`config.mk`:
```
export PLATFORM = sky130hd
export DESIGN_NAME = clock_ui_ctrl
export DESIGN_NICKNAME = d
export VERILOG_FILES = /design/src/rtl/clock_ui_ctrl.sv
export SDC_FILE = /design/constraint.sdc
export NUM_CORES = 1
export LEC_CHECK = 0
export ABC_AREA = 1
export CORE_UTILIZATION = 35
export CTS_CLUSTER_DIAMETER = 60
export DETAILED_ROUTE_END_ITERATION = 8
export REMOVE_ABC_BUFFERS = 1
export SLEW_MARGIN = 20
export SYNTH_ARGS = -nofsm -noshare
export SYNTH_HDL_FRONTEND = slang
export SYNTH_SLANG_ARGS = --single-unit
```
`constraint.sdc`:
```
create_clock -name clk -period 3.5 [get_ports clk]
set_clock_uncertainty 0.2 [all_clocks]
set_input_delay 0.7 -clock clk [delete_from_list [all_inputs] [get_ports clk]]
set_output_delay 0.7 -clock clk [all_outputs]
set_load 0.02 [all_outputs]
```
`src/rtl/clock_ui_ctrl.sv`:
```
// Alarm-clock UI controller: button-driven BCD time/alarm editing, alarm ringing with auto-off.
// Optional snooze state is compiled in with CLOCK_UI_SNOOZE_EN.
module clock_ui_ctrl #(
  parameter int RING_SECS    = 60,
  parameter int SNOOZE_SECS  = 300,
  parameter int EDIT_TIMEOUT = 30
) (
  input  logic       clk,
  input  logic       reset,
  input  logic       sec_tick,
  input  logic       btn_mode,
  input  logic       btn_inc,
  input  logic       btn_ok,
  input  logic       btn_stop,
  input  logic       alarm_in,
  input  logic [1:0] cur_hour_msb,
  input  logic [3:0] cur_hour_lsb,
  input  logic [3:0] cur_min_msb,
  input  logic [3:0] cur_min_lsb,
  output logic [1:0] inhour_msb,
  output logic [3:0] inhour_lsb,
  output logic [3:0] inmin_msb,
  output logic [3:0] inmin_lsb,
  output logic       set_time,
  output logic       set_alarm,
  output logic       alm_on,
  output logic       alm_off,
  output logic       buzzer,
  output logic [2:0] ui_state
);

  typedef enum logic [2:0] {
    RUN = 3'd0, T_HR = 3'd1, T_MIN = 3'd2, A_HR = 3'd3,
    A_MIN = 3'd4, RINGING = 3'd5, SNOOZE = 3'd6
  } state_t;

  localparam int RW = $clog2(RING_SECS + 1);
  localparam int EW = $clog2(EDIT_TIMEOUT + 1);
  localparam logic [RW-1:0] RING_LAST = RW'(RING_SECS - 1);
  localparam logic [EW-1:0] EDIT_LAST = EW'(EDIT_TIMEOUT - 1);

  state_t        state_q, state_d;
  logic [1:0]    hrMsb_q, hrMsb_d, shHrMsb_q, shHrMsb_d;
  logic [3:0]    hrLsb_q, hrLsb_d, shHrLsb_q, shHrLsb_d;
  logic [3:0]    minMsb_q, minMsb_d, shMinMsb_q, shMinMsb_d;
  logic [3:0]    minLsb_q, minLsb_d, shMinLsb_q, shMinLsb_d;
  logic          almOn_q, almOn_d, setTime_q, setTime_d;
  logic          setAlarm_q, setAlarm_d, almOff_q, almOff_d;
  logic          buzzer_q, buzzer_d;
  logic [RW-1:0] ringCnt_q, ringCnt_d;
  logic [EW-1:0] editCnt_q, editCnt_d;
  logic [1:0]    holdoff_q, holdoff_d;
  logic          anyBtn, selStop, selMode, selOk, selInc;
  logic          editState, almEdit;
`ifdef CLOCK_UI_SNOOZE_EN
  localparam int SW = $clog2(SNOOZE_SECS + 1);
  localparam logic [SW-1:0] SNZ_LAST = SW'(SNOOZE_SECS - 1);
  logic [SW-1:0] snzCnt_q, snzCnt_d;
`endif

  function automatic logic [5:0] incHour(input logic [1:0] msb, input logic [3:0] lsb);
    logic [5:0] r;
    if (msb == 2'd2 && lsb == 4'd3) r = 6'h00;
    else if (lsb == 4'd9)           r = {msb + 2'd1, 4'd0};
    else                            r = {msb, lsb + 4'd1};
    return r;
  endfunction

  function automatic logic [7:0] incMin(input logic [3:0] msb, input logic [3:0] lsb);
    logic [7:0] r;
    if (lsb == 4'd9) r = {(msb == 4'd5) ? 4'd0 : msb + 4'd1, 4'd0};
    else             r = {msb, lsb + 4'd1};
    return r;
  endfunction

  // One button per cycle, stop > mode > ok > inc.
  assign anyBtn  = btn_stop | btn_mode | btn_ok | btn_inc;
  assign selStop = btn_stop;
  assign selMode = btn_mode & ~btn_stop;
  assign selOk   = btn_ok & ~btn_stop & ~btn_mode;
  assign selInc  = btn_inc & ~btn_stop & ~btn_mode & ~btn_ok;
  assign editState = (state_q == T_HR) || (state_q == T_MIN) ||
                     (state_q == A_HR) || (state_q == A_MIN);
  assign almEdit   = (state_q == A_HR) || (state_q == A_MIN);

  always_comb begin
    state_d    = state_q;
    hrMsb_d    = hrMsb_q;    hrLsb_d    = hrLsb_q;
    minMsb_d   = minMsb_q;   minLsb_d   = minLsb_q;
    shHrMsb_d  = shHrMsb_q;  shHrLsb_d  = shHrLsb_q;
    shMinMsb_d = shMinMsb_q; shMinLsb_d = shMinLsb_q;
    almOn_d    = almOn_q;
    setTime_d  = 1'b0;
    setAlarm_d = 1'b0;
    almOff_d   = 1'b0;
    ringCnt_d  = ringCnt_q;
    editCnt_d  = '0;
    holdoff_d  = (holdoff_q != 2'd0) ? holdoff_q - 2'd1 : 2'd0;
`ifdef CLOCK_UI_SNOOZE_EN
    snzCnt_d   = snzCnt_q;
`endif
    case (state_q)
      RUN: begin
        if (selMode) begin
          state_d  = T_HR;
          hrMsb_d  = cur_hour_msb; hrLsb_d = cur_hour_lsb;
          minMsb_d = cur_min_msb;  minLsb_d = cur_min_lsb;
        end else if (alarm_in && almOn_q && holdoff_q == 2'd0) begin
          state_d   = RINGING;
          ringCnt_d = '0;
        end else if (selInc) begin
          almOn_d = ~almOn_q;
        end
      end
      T_HR, T_MIN, A_HR, A_MIN: begin
        if (anyBtn) begin
          if (selMode && !almEdit) begin
            state_d  = A_HR;
            hrMsb_d  = shHrMsb_q;  hrLsb_d = shHrLsb_q;
            minMsb_d = shMinMsb_q; minLsb_d = shMinLsb_q;
          end else if (selMode) begin
            state_d = RUN;
          end else if (selOk && state_q == T_HR) begin
            state_d = T_MIN;
          end else if (selOk && state_q == A_HR) begin
            state_d = A_MIN;
          end else if (selOk && state_q == T_MIN) begin
            state_d   = RUN;
            setTime_d = 1'b1;
          end else if (selOk) begin
            state_d    = RUN;
            setAlarm_d = 1'b1;
            almOn_d    = 1'b1;
            shHrMsb_d  = hrMsb_q;  shHrLsb_d  = hrLsb_q;
            shMinMsb_d = minMsb_q; shMinLsb_d = minLsb_q;
          end else if (selInc && (state_q == T_HR || state_q == A_HR)) begin
            {hrMsb_d, hrLsb_d} = incHour(hrMsb_q, hrLsb_q);
          end else if (selInc) begin
            {minMsb_d, minLsb_d} = incMin(minMsb_q, minLsb_q);
          end
        end else if (sec_tick) begin
          if (editCnt_q >= EDIT_LAST) state_d = RUN;
          else                        editCnt_d = editCnt_q + EW'(1);
        end else begin
          editCnt_d = editCnt_q;
        end
      end
      RINGING: begin
        if (selStop) begin
          state_d   = RUN;
          almOff_d  = 1'b1;
          holdoff_d = 2'd2;
`ifdef CLOCK_UI_SNOOZE_EN
        end else if (selOk) begin
          state_d   = SNOOZE;
          almOff_d  = 1'b1;
          holdoff_d = 2'd2;
          snzCnt_d  = '0;
`endif
        end else if (sec_tick) begin
          if (ringCnt_q >= RING_LAST) begin
            state_d   = RUN;
            almOff_d  = 1'b1;
            holdoff_d = 2'd2;
          end else begin
            ringCnt_d = ringCnt_q + RW'(1);
          end
        end
      end
`ifdef CLOCK_UI_SNOOZE_EN
      SNOOZE: begin
        if (selStop) begin
          state_d = RUN;
        end else if (sec_tick) begin
          if (snzCnt_q >= SNZ_LAST) begin
            state_d   = RINGING;
            ringCnt_d = '0;
          end else begin
            snzCnt_d = snzCnt_q + SW'(1);
          end
        end
      end
`endif
      default: state_d = RUN;
    endcase
    buzzer_d = (state_d == RINGING);
  end

  always_ff @(posedge clk or posedge reset) begin
    if (reset) begin
      state_q    <= RUN;
      hrMsb_q    <= '0; hrLsb_q    <= '0; minMsb_q   <= '0; minLsb_q   <= '0;
      shHrMsb_q  <= '0; shHrLsb_q  <= '0; shMinMsb_q <= '0; shMinLsb_q <= '0;
      almOn_q    <= 1'b0;
      setTime_q  <= 1'b0;
      setAlarm_q <= 1'b0;
      almOff_q   <= 1'b0;
      buzzer_q   <= 1'b0;
      ringCnt_q  <= '0;
      editCnt_q  <= '0;
      holdoff_q  <= 2'd0;
`ifdef CLOCK_UI_SNOOZE_EN
      snzCnt_q   <= '0;
`endif
    end else begin
      state_q    <= state_d;
      hrMsb_q    <= hrMsb_d;   hrLsb_q    <= hrLsb_d;
      minMsb_q   <= minMsb_d;  minLsb_q   <= minLsb_d;
      shHrMsb_q  <= shHrMsb_d; shHrLsb_q  <= shHrLsb_d;
      shMinMsb_q <= shMinMsb_d; shMinLsb_q <= shMinLsb_d;
      almOn_q    <= almOn_d;
      setTime_q  <= setTime_d;
      setAlarm_q <= setAlarm_d;
      almOff_q   <= almOff_d;
      buzzer_q   <= buzzer_d;
      ringCnt_q  <= ringCnt_d;
      editCnt_q  <= editCnt_d;
      holdoff_q  <= holdoff_d;
`ifdef CLOCK_UI_SNOOZE_EN
      snzCnt_q   <= snzCnt_d;
`endif
    end
  end

  assign inhour_msb = hrMsb_q;
  assign inhour_lsb = hrLsb_q;
  assign inmin_msb  = minMsb_q;
  assign inmin_lsb  = minLsb_q;
  assign set_time   = setTime_q;
  assign set_alarm  = setAlarm_q;
  assign alm_on     = almOn_q;
  assign alm_off    = almOff_q;
  assign buzzer     = buzzer_q;
  assign ui_state   = state_q;

endmodule

```
After elaboration in Yosys (flattened, before gate mapping):

Index checks and enable logic that the tools add are counted.

* latch bits: 0
* memories: 0
* memory bits (read-only): 0
* logic and storage cells: 211
* output and inout bits: 22
* bits in writable memories: 0
* bits of input ports: 22
* register bits: 49

* reduce and logical (&&, ||, !) cells: 24
* divide/modulo/power cells: 0
* eq/ne operators: 37
* muxes and demuxes: 106
* bitwise logic cells: 18
* $lt $le $gt $ge: 2
* add/sub/neg operators: 7
* shift operators: 0
* multipliers: 0

Operators by type and width (count)
* $mux W4: 30
* $mux W3: 14
* $mux W6: 7
* $ne A2 B2 Y1 const B: 15
* $ne A3 B3 Y1 const B: 10
* $mux W1: 29
* $mux W2: 14
* $pmux W4 S2: 3
* $reduce_and A11 Y1: 2
* $mux W5: 4
* $reduce_and A10 Y1: 2
* $add A4 B1 Y4 const B: 3
* $pmux W6 S2: 1
* $eq A3 B3 Y1 const B: 3
* $not A1 Y1: 9
* $pmux W3 S3: 1
* $reduce_and A9 Y1: 1
* $eq A4 B4 Y1 const B: 2
* $logic_and A1 B1 Y1: 8
* $mux W8: 1
* $reduce_and A8 Y1: 1
* $add A6 B1 Y6 const B: 1
* $and A1 B1 Y1: 6
* $eq A3 B2 Y1 const B: 2
* 20 further kinds: 25

Longest topological paths before layout:

Gate-level depths: netlist of run 1.

* word-level depth: 14
* mapped depth: 10

Worst setup path after synthesis of run 1:

No wires, ideal clock.

* kind: input to register
* start point: in btn_mode
* end point: reg minMsb_q[2] (netlist: inmin_msb[2])
* setup time: 0.118 ns
* arrival: 1.721 ns
* setup slack: 1.461 ns
* data required time: 3.182 ns
* stages on the path: 8
* cell sequence: inv_1 > nor2_2 > nand3_2 > buf_4 > nand3_1 > nand4_1 > nand2_1 > nand2_1

* word-level cells in the longest chain between the ends: 6
* elaborated cells on any way between the ends: 27

RTL lines
* start: declaration: RTL line 11 `input logic btn_mode,`
* $not A1 Y1: RTL line 80, 81
* $and A1 B1 Y1 (2 in series): RTL line 81 `assign selInc = btn_inc & ~btn_stop & ~btn_mode & ~btn_ok;`
* $logic_and A1 B1 Y1: RTL line 136 `end else if (selInc && (state_q == T_HR || state_q == A_HR)) begin`
* $ne A3 B3 Y1 (no source line)
* $reduce_and A11 Y1 (no source line)
* end signal: assignment: RTL line 208 `minMsb_q <= minMsb_d; minLsb_q <= minLsb_d;`
* end: declaration: RTL line 45 `logic [3:0] minMsb_q, minMsb_d, shMinMsb_q, shMinMsb_d;`

Several ways; a longest one is shown, not always the timed one. The select of a mux whose other input is x is not followed.
A chain may end at the register's enable or synchronous reset.

Worst setup path after layout of run 1:

* start point: in btn_stop
* end point: reg shHrMsb_q[0]

* word-level cells in the longest chain between the ends: 6
* elaborated cells on any way between the ends: 17

RTL lines
* start: declaration: RTL line 14 `input logic btn_stop,`
* $not A1 Y1: RTL line 79, 80
* $and A1 B1 Y1 (2 in series): RTL line 80 `assign selOk = btn_ok & ~btn_stop & ~btn_mode;`
* $logic_and A1 B1 Y1, on equally long branches: RTL line 127, 123, 125
* $not A1 Y1 (no source line)
* $reduce_and A8 Y1 (no source line) (*)
* end signal: assignment: RTL line 209 `shHrMsb_q <= shHrMsb_d; shHrLsb_q <= shHrLsb_d;`
* end: declaration: RTL line 43 `logic [1:0] hrMsb_q, hrMsb_d, shHrMsb_q, shHrMsb_d;`

Every way passes the cells marked *; elsewhere a longest branch is shown, timed or not.

==> results of run 1 <==
[per-stage QoR]
step	total power, mW	std cells	hold slack [ns]
after global placement	2.71	562	0.234
after detailed placement	2.73	562	0.244
after floorplan	2.15	409	0.222
after CTS	3.18	570	0.259
after global routing	3.47	570	0.297
final	3.15	570	0.252
[metal layers]
layer,wire (um),part of all wire
met3,270,0.036
met4,92,0.012
met1,3580,0.48
met2,3470,0.47
met5,0,0
[cell families after synthesis]
logic type,count (synthesis),share of synthesized area
simple gates,257,0.390
buf+inv,56,0.0784
compound gates,43,0.0755
xor+xnor,4,0.0117
flops,49,0.411
fa+ha+maj,8,0.0336
[worst max-delay path: stages]
cell,delay [ns]
clkdlybuf4s50_1,0.45
nor2_1,0.31
nand2_1,0.21
nor2_2,0.26
inv_1,0.37
nand2_1,0.15
o21ai_0,0.09
[flip-flops by register name, indices dropped and copies added, names as in the netlist]
register / flops
shMinMsb_q: 4
alm_on: 1
ringCnt_q: 6
shMinLsb_q: 4
inhour_msb: 2
holdoff_q: 2
inmin_lsb: 4
alm_off: 1
ui_state: 3
set_time: 1
inhour_lsb: 4
editCnt_q: 5
shHrLsb_q: 4
set_alarm: 1
shHrMsb_q: 2
buzzer: 1
inmin_msb: 4
[synthesized netlist by cell type]
library cell	number	share of area
a21oi_1	8	0.013
a22oi_1	1	0.0025
buf_2	1	0.0017
buf_4	4	0.010
buf_6	1	0.0038
clkbuf_1	2	0.0025
dfrtp_1	49	0.41
ha_1	8	0.034
inv_1	44	0.055
inv_2	4	0.0050
nand2_1	134	0.17
nand2_4	1	0.0038
nand3_1	53	0.089
nand3_2	5	0.017
nand3b_1	1	0.0025
nand4_1	15	0.031
nor2_1	34	0.043
nor2_2	4	0.0084
nor2_4	2	0.0075
nor3_1	3	0.0050
nor3_4	1	0.0055
o21ai_0	30	0.050
o21ai_1	1	0.0017
o21ai_2	1	0.0029
o21bai_1	1	0.0025
o22ai_1	1	0.0021
or2_2	4	0.0084
xor2_1	4	0.012
[layout by cell type, fill, tap and decap left out, types with 2 or more instances in the layout]
cell type and count:
or2_2 4, clkdlybuf4s50_1 43, nor2_4 2, ha_1 8, xor2_1 4, dfrtp_1 49
nand3_2 5, inv_1 43, buf_4 5, o21ai_0 30, clkbuf_8 6, nor3_1 3
a21oi_1 8, nor2_1 34, nor2_2 4, nand2_1 134, nand3_1 53, inv_2 5
nand4_1 15
[power breakdown]
group	switching (mW)	total, mW	internal (mW)
combinational	1.08	1.71	0.630
sequential	0.227	1.00	0.778
clock	0.198	0.431	0.233
total	1.51	3.15	1.64
[area by class of cell]
type / count / area (um^2) / area share
multi-input cells: 312 / 1520 / 0.418
flip-flops and latches: 49 / 1230 / 0.336
repair buffers: 48 / 468 / 0.128
inverters: 48 / 180 / 0.0494
well taps: 105 / 131 / 0.0360
clock buffers: 7 / 86.3 / 0.0237
clock inverters: 1 / 30.0 / 0.00824
[how the worst min path moves through the flow]
stage                         to  slack, ns  cells past startpoint
floorplan           holdoff_q[0]       0.22                      1
global placement    holdoff_q[0]       0.23                      1
detailed placement  holdoff_q[0]       0.24                      1
CTS                 holdoff_q[0]       0.26                      1
global route        holdoff_q[0]       0.30                      1
finish              holdoff_q[0]       0.25                      1
==> impl_metrics.json, run 1 <==
{
  "drc": 0,
  "ctsHoldBuffers": 0,
  "via_per_inst": 4.94,
  "stdcell_area_um2": 3640,
  "synthCells": 417,
  "cts_max_level": 2,
  "drive_above_1_share": 0.0753,
  "start_util": 0.363,
  "place_ws_ns": 0.604,
  "dr.first_iter.drc_count": 189,
  "clk_pin_slew_worst_paths_ns": 0.09,
  "hp-class": "reg2reg",
  "hp-start": "holdoff_q[0]",
  "chipWidth_um": 94.3,
  "slew_viol_final": 0,
  "setup_ws_ns": 0.919,
  "synthesis.area_um2": 2980,
  "fp.coreArea_um2": 8220,
  "area_delta_synth_final_pct": 22.2,
  "cp_max_fo": 25,
  "syn_avg_cell_area_um2": 7.15,
  "fillers": 862,
  "cts_tree": "done",
  "end_kind": "register",
  "gr-usage-met3": 0.0227,
  "post-cts-setup-buffer-count": 0,
  "dp_hpwl_um": 5480,
  "r2r-end": "inhour_lsb[2]",
  "reg2reg_from": "ui_state[1]",
  "maxCapViolations": 0,
  "postPlaceCellArea_um2": 3530,
  "routedWlPerCell_um": 13.0,
  "p_per_area_nw_per_um2": 864,
  "tightest_slew_ns": 0.681,
  "ctsResizeCount": 0,
  "irDropWorstVdd_mv": 0.283,
  "rsz0062_at_grt": "no",
  "ios": 44,
  "status": "completed",
  "fin_crit_sh": 0.737,
  "r2r_slack_ns": 1.10,
  "grt_pass1_vias": 2640,
  "grt_pass1_wl_um": 12600,
  "required_ns": 3.46,
  "yosysSeqAreaShare": 0.411,
  "startpoint": "btn_stop",
  "ys_warn_count": 0,
  "max_freq_mhz": 387,
  "worstSetupEndpoint": "shHrMsb_q[0]",
  "arrival_ns": 2.54,
  "synth_seq_cells": 49,
  "cts.sinks": 49,
  "setup_viol": 0,
  "post-route-util": 0.444,
  "power.leakage_nw": 1.81,
  "die_y_um": 94.3,
  "numCtsBuffers": 5,
  "die_area_um2": 8900,
  "hold_viol": 0,
  "antenna_found_initial": 0,
  "use_met2": 0.293,
  "totalWireLength_um": 7410,
  "firstDrtPassIters": 4,
  "post-route-min-period_ns": 2.58,
  "clk_latency_ns": 0.31,
  "grt_use_met1": 0.248,
  "clockBufferDepth": 2,
  "n_antenna_cell": 0,
  "clockRootBuffer": "clkbuf_8",
  "grt_start_max_net_pins": 26,
  "critPathKind": "in2reg",
  "reg2reg_depth": 10,
  "num_vias": 2817,
  "layout.nets": 494,
  "antenna_left": 0,
  "yosys.cell_types.count": 28,
  "grt-busiest-layer": "met2",
  "io_buffer_count": 43,
  "grt.total_usage": 0.180,
  "gp_congestion": 0.848,
  "start_kind": "primary input",
  "setup_tns_ns": 0,
  "overflow": 0,
  "num_rows": 33,
  "slew_headroom": 0.546
}
(Power assumes the default switching activity.)
==> inputs of run 2 (changes only) <==
- clock period: 3.5 -> 2.6 ns (I/O delays scaled with it)
==> impl_metrics.json, run 2 (synthesis results as in run 1) <==
{
  "power.leakage_nw": 1.84,
  "cts_max_level": 2,
  "cp_max_fo": 6,
  "whs_path_depth": 1,
  "clk_pin_slew_worst_paths_ns": 0.09,
  "n_antenna_cell": 0,
  "antenna_left": 0,
  "cts_tree": "done",
  "worstPathCellList": "buf_4 -> clkdlybuf4s50_1",
  "ios": 44,
  "irDropWorstVdd_mv": 0.422,
  "clockBufferDepth": 2,
  "clockRootBuffer": "clkbuf_8",
  "io_buffer_count": 43,
  "num_vias": 2813,
  "crit_slowest_cell": "clkdlybuf4s50_1",
  "arrival_ns": 1.56,
  "routedWlPerCell_um": 12.6,
  "numCtsBuffers": 5,
  "hold_viol": 0,
  "dp_cells": 567,
  "seq_area_um2": 1230,
  "timing.hold.ws_ns": 0.257,
  "setup_viol": 0,
  "post-route-min-period_ns": 2.28,
  "hp-class": "reg2reg",
  "crit_path_max_incr_delay_ns": 0.60,
  "overflow": 0,
  "gp_congestion": 0.857,
  "max_freq_mhz": 438,
  "end_kind": "output port",
  "layout_commonest_cell": "nand2_1",
  "die_y_um": 94.3,
  "ctsHoldBuffers": 0,
  "reg2reg_depth": 9,
  "totalWireLength_um": 7260,
  "status": "completed",
  "pwr-share-seq": 0.322,
  "power_frac_comb": 0.568,
  "cp.depth": 2,
  "multi_input_area_um2": 1520,
  "slew_viol_final": 0,
  "cts.sinks": 49,
  "dr.first_iter.drc_count": 111,
  "critPathKind": "reg2out",
  "antenna_found_initial": 0,
  "p_int_mw": 2.16,
  "drc": 0,
  "mostFrequentLayoutCells": "nand2_1 (134), nand3_1 (53), dfrtp_1 (49), inv_1 (43), clkdlybuf4s50_1 (43)",
  "grt_start_max_net_pins": 31,
  "p_clk_frac": 0.110,
  "fp.coreArea_um2": 8220,
  "largest-register": "ringCnt_q",
  "grt.total_usage": 0.180,
  "largest_register_ff_count": 6,
  "p_switching_mw": 2.03,
  "worst-path-buf-inv": 2,
  "slew_headroom": 0.572,
  "area_delta_synth_final_pct": 23.3,
  "dp_hpwl_um": 5320,
  "setup_tns_ns": 0,
  "cp_top_family": "buffers and inverters",
  "rsz0062_at_grt": "no",
  "required_ns": 1.88,
  "firstDrtPassIters": 4,
  "drive_above_1_share": 0.0832,
  "tightest_slew_ns": 0.641,
  "maxCapViolations": 0,
  "start_kind": "register",
  "die_area_um2": 8900,
  "chipWidth_um": 94.3,
  "start_util": 0.363,
  "swShare": 0.484,
  "largestRegisters": "ringCnt_q (6), editCnt_q (5)",
  "via_per_inst": 4.90,
  "layout.nets": 499,
  "fin_cells": 574,
  "post-cts-setup-buffer-count": 0,
  "ctsResizeCount": 0,
  "fillers": 860,
  "clk_latency_ns": 0.30,
  "fin_crit_sh": 0.878,
  "num_rows": 33,
  "grt_pass1_vias": 2664,
  "grt_pass1_wl_um": 12600,
  "p_per_area_nw_per_um2": 1140
}
==> run 2: cell types whose count changed in the layout (fill, tap and decap cells not counted) <==
cell,delta
buf_12,+2
bufinv_16,-1
buf_4,+3
==> run 2: per-stage QoR <==
step | worst slack [ns] | power, mW | area, um^2 | util
finish | 0.317 | 4.19 | 3680 | 0.448
detailed placement | 0.100 | 3.75 | 3590 | 0.437
floorplan | 0.379 | 2.89 | 2930 | -
CTS | 0.307 | 4.23 | 3680 | 0.448
global placement | 0.113 | 3.73 | 3590 | 0.437
global route | 0.133 | 4.63 | 3680 | 0.448
==> run 2: cell type report <==
cell class	instances	area share
inverters	48	0.0490
well taps	105	0.0357
repair buffers	53	0.144
flip-flops and latches	49	0.333
clock buffers	7	0.0235
multi-input cells	312	0.414
==> run 2: power groups by stage <==
stage / clock network, mW / logic, mW / registers [mW]
finish: 0.459 / 2.38 / 1.35
global route: 0.506 / 2.72 / 1.40
CTS: 0.479 / 2.40 / 1.35
detailed placement: 0 / 2.39 / 1.36
global placement: 0 / 2.37 / 1.36
floorplan: 0 / 1.44 / 1.46
==> run 2: worst paths after layout <==
kind                       slack [ns]    startpoint            end
min in group asynchronous        0.35         reset         buzzer
setup reg to reg                 0.39   ui_state[2]   inmin_lsb[3]
hold / removal                   0.26  holdoff_q[0]   holdoff_q[0]
setup / recovery                 0.32   ui_state[1]    ui_state[1]
max in group asynchronous        1.34         reset  shMinLsb_q[2]
hold reg to reg                  0.26  holdoff_q[0]   holdoff_q[0]
==> run 2: routing by layer <==
metal,wire [um],global-route usage,part of all wire
met4,82,0.0474,0.011
met2,3280,0.287,0.45
met1,3640,0.253,0.50
met3,254,0.0267,0.035
met5,0,0,0
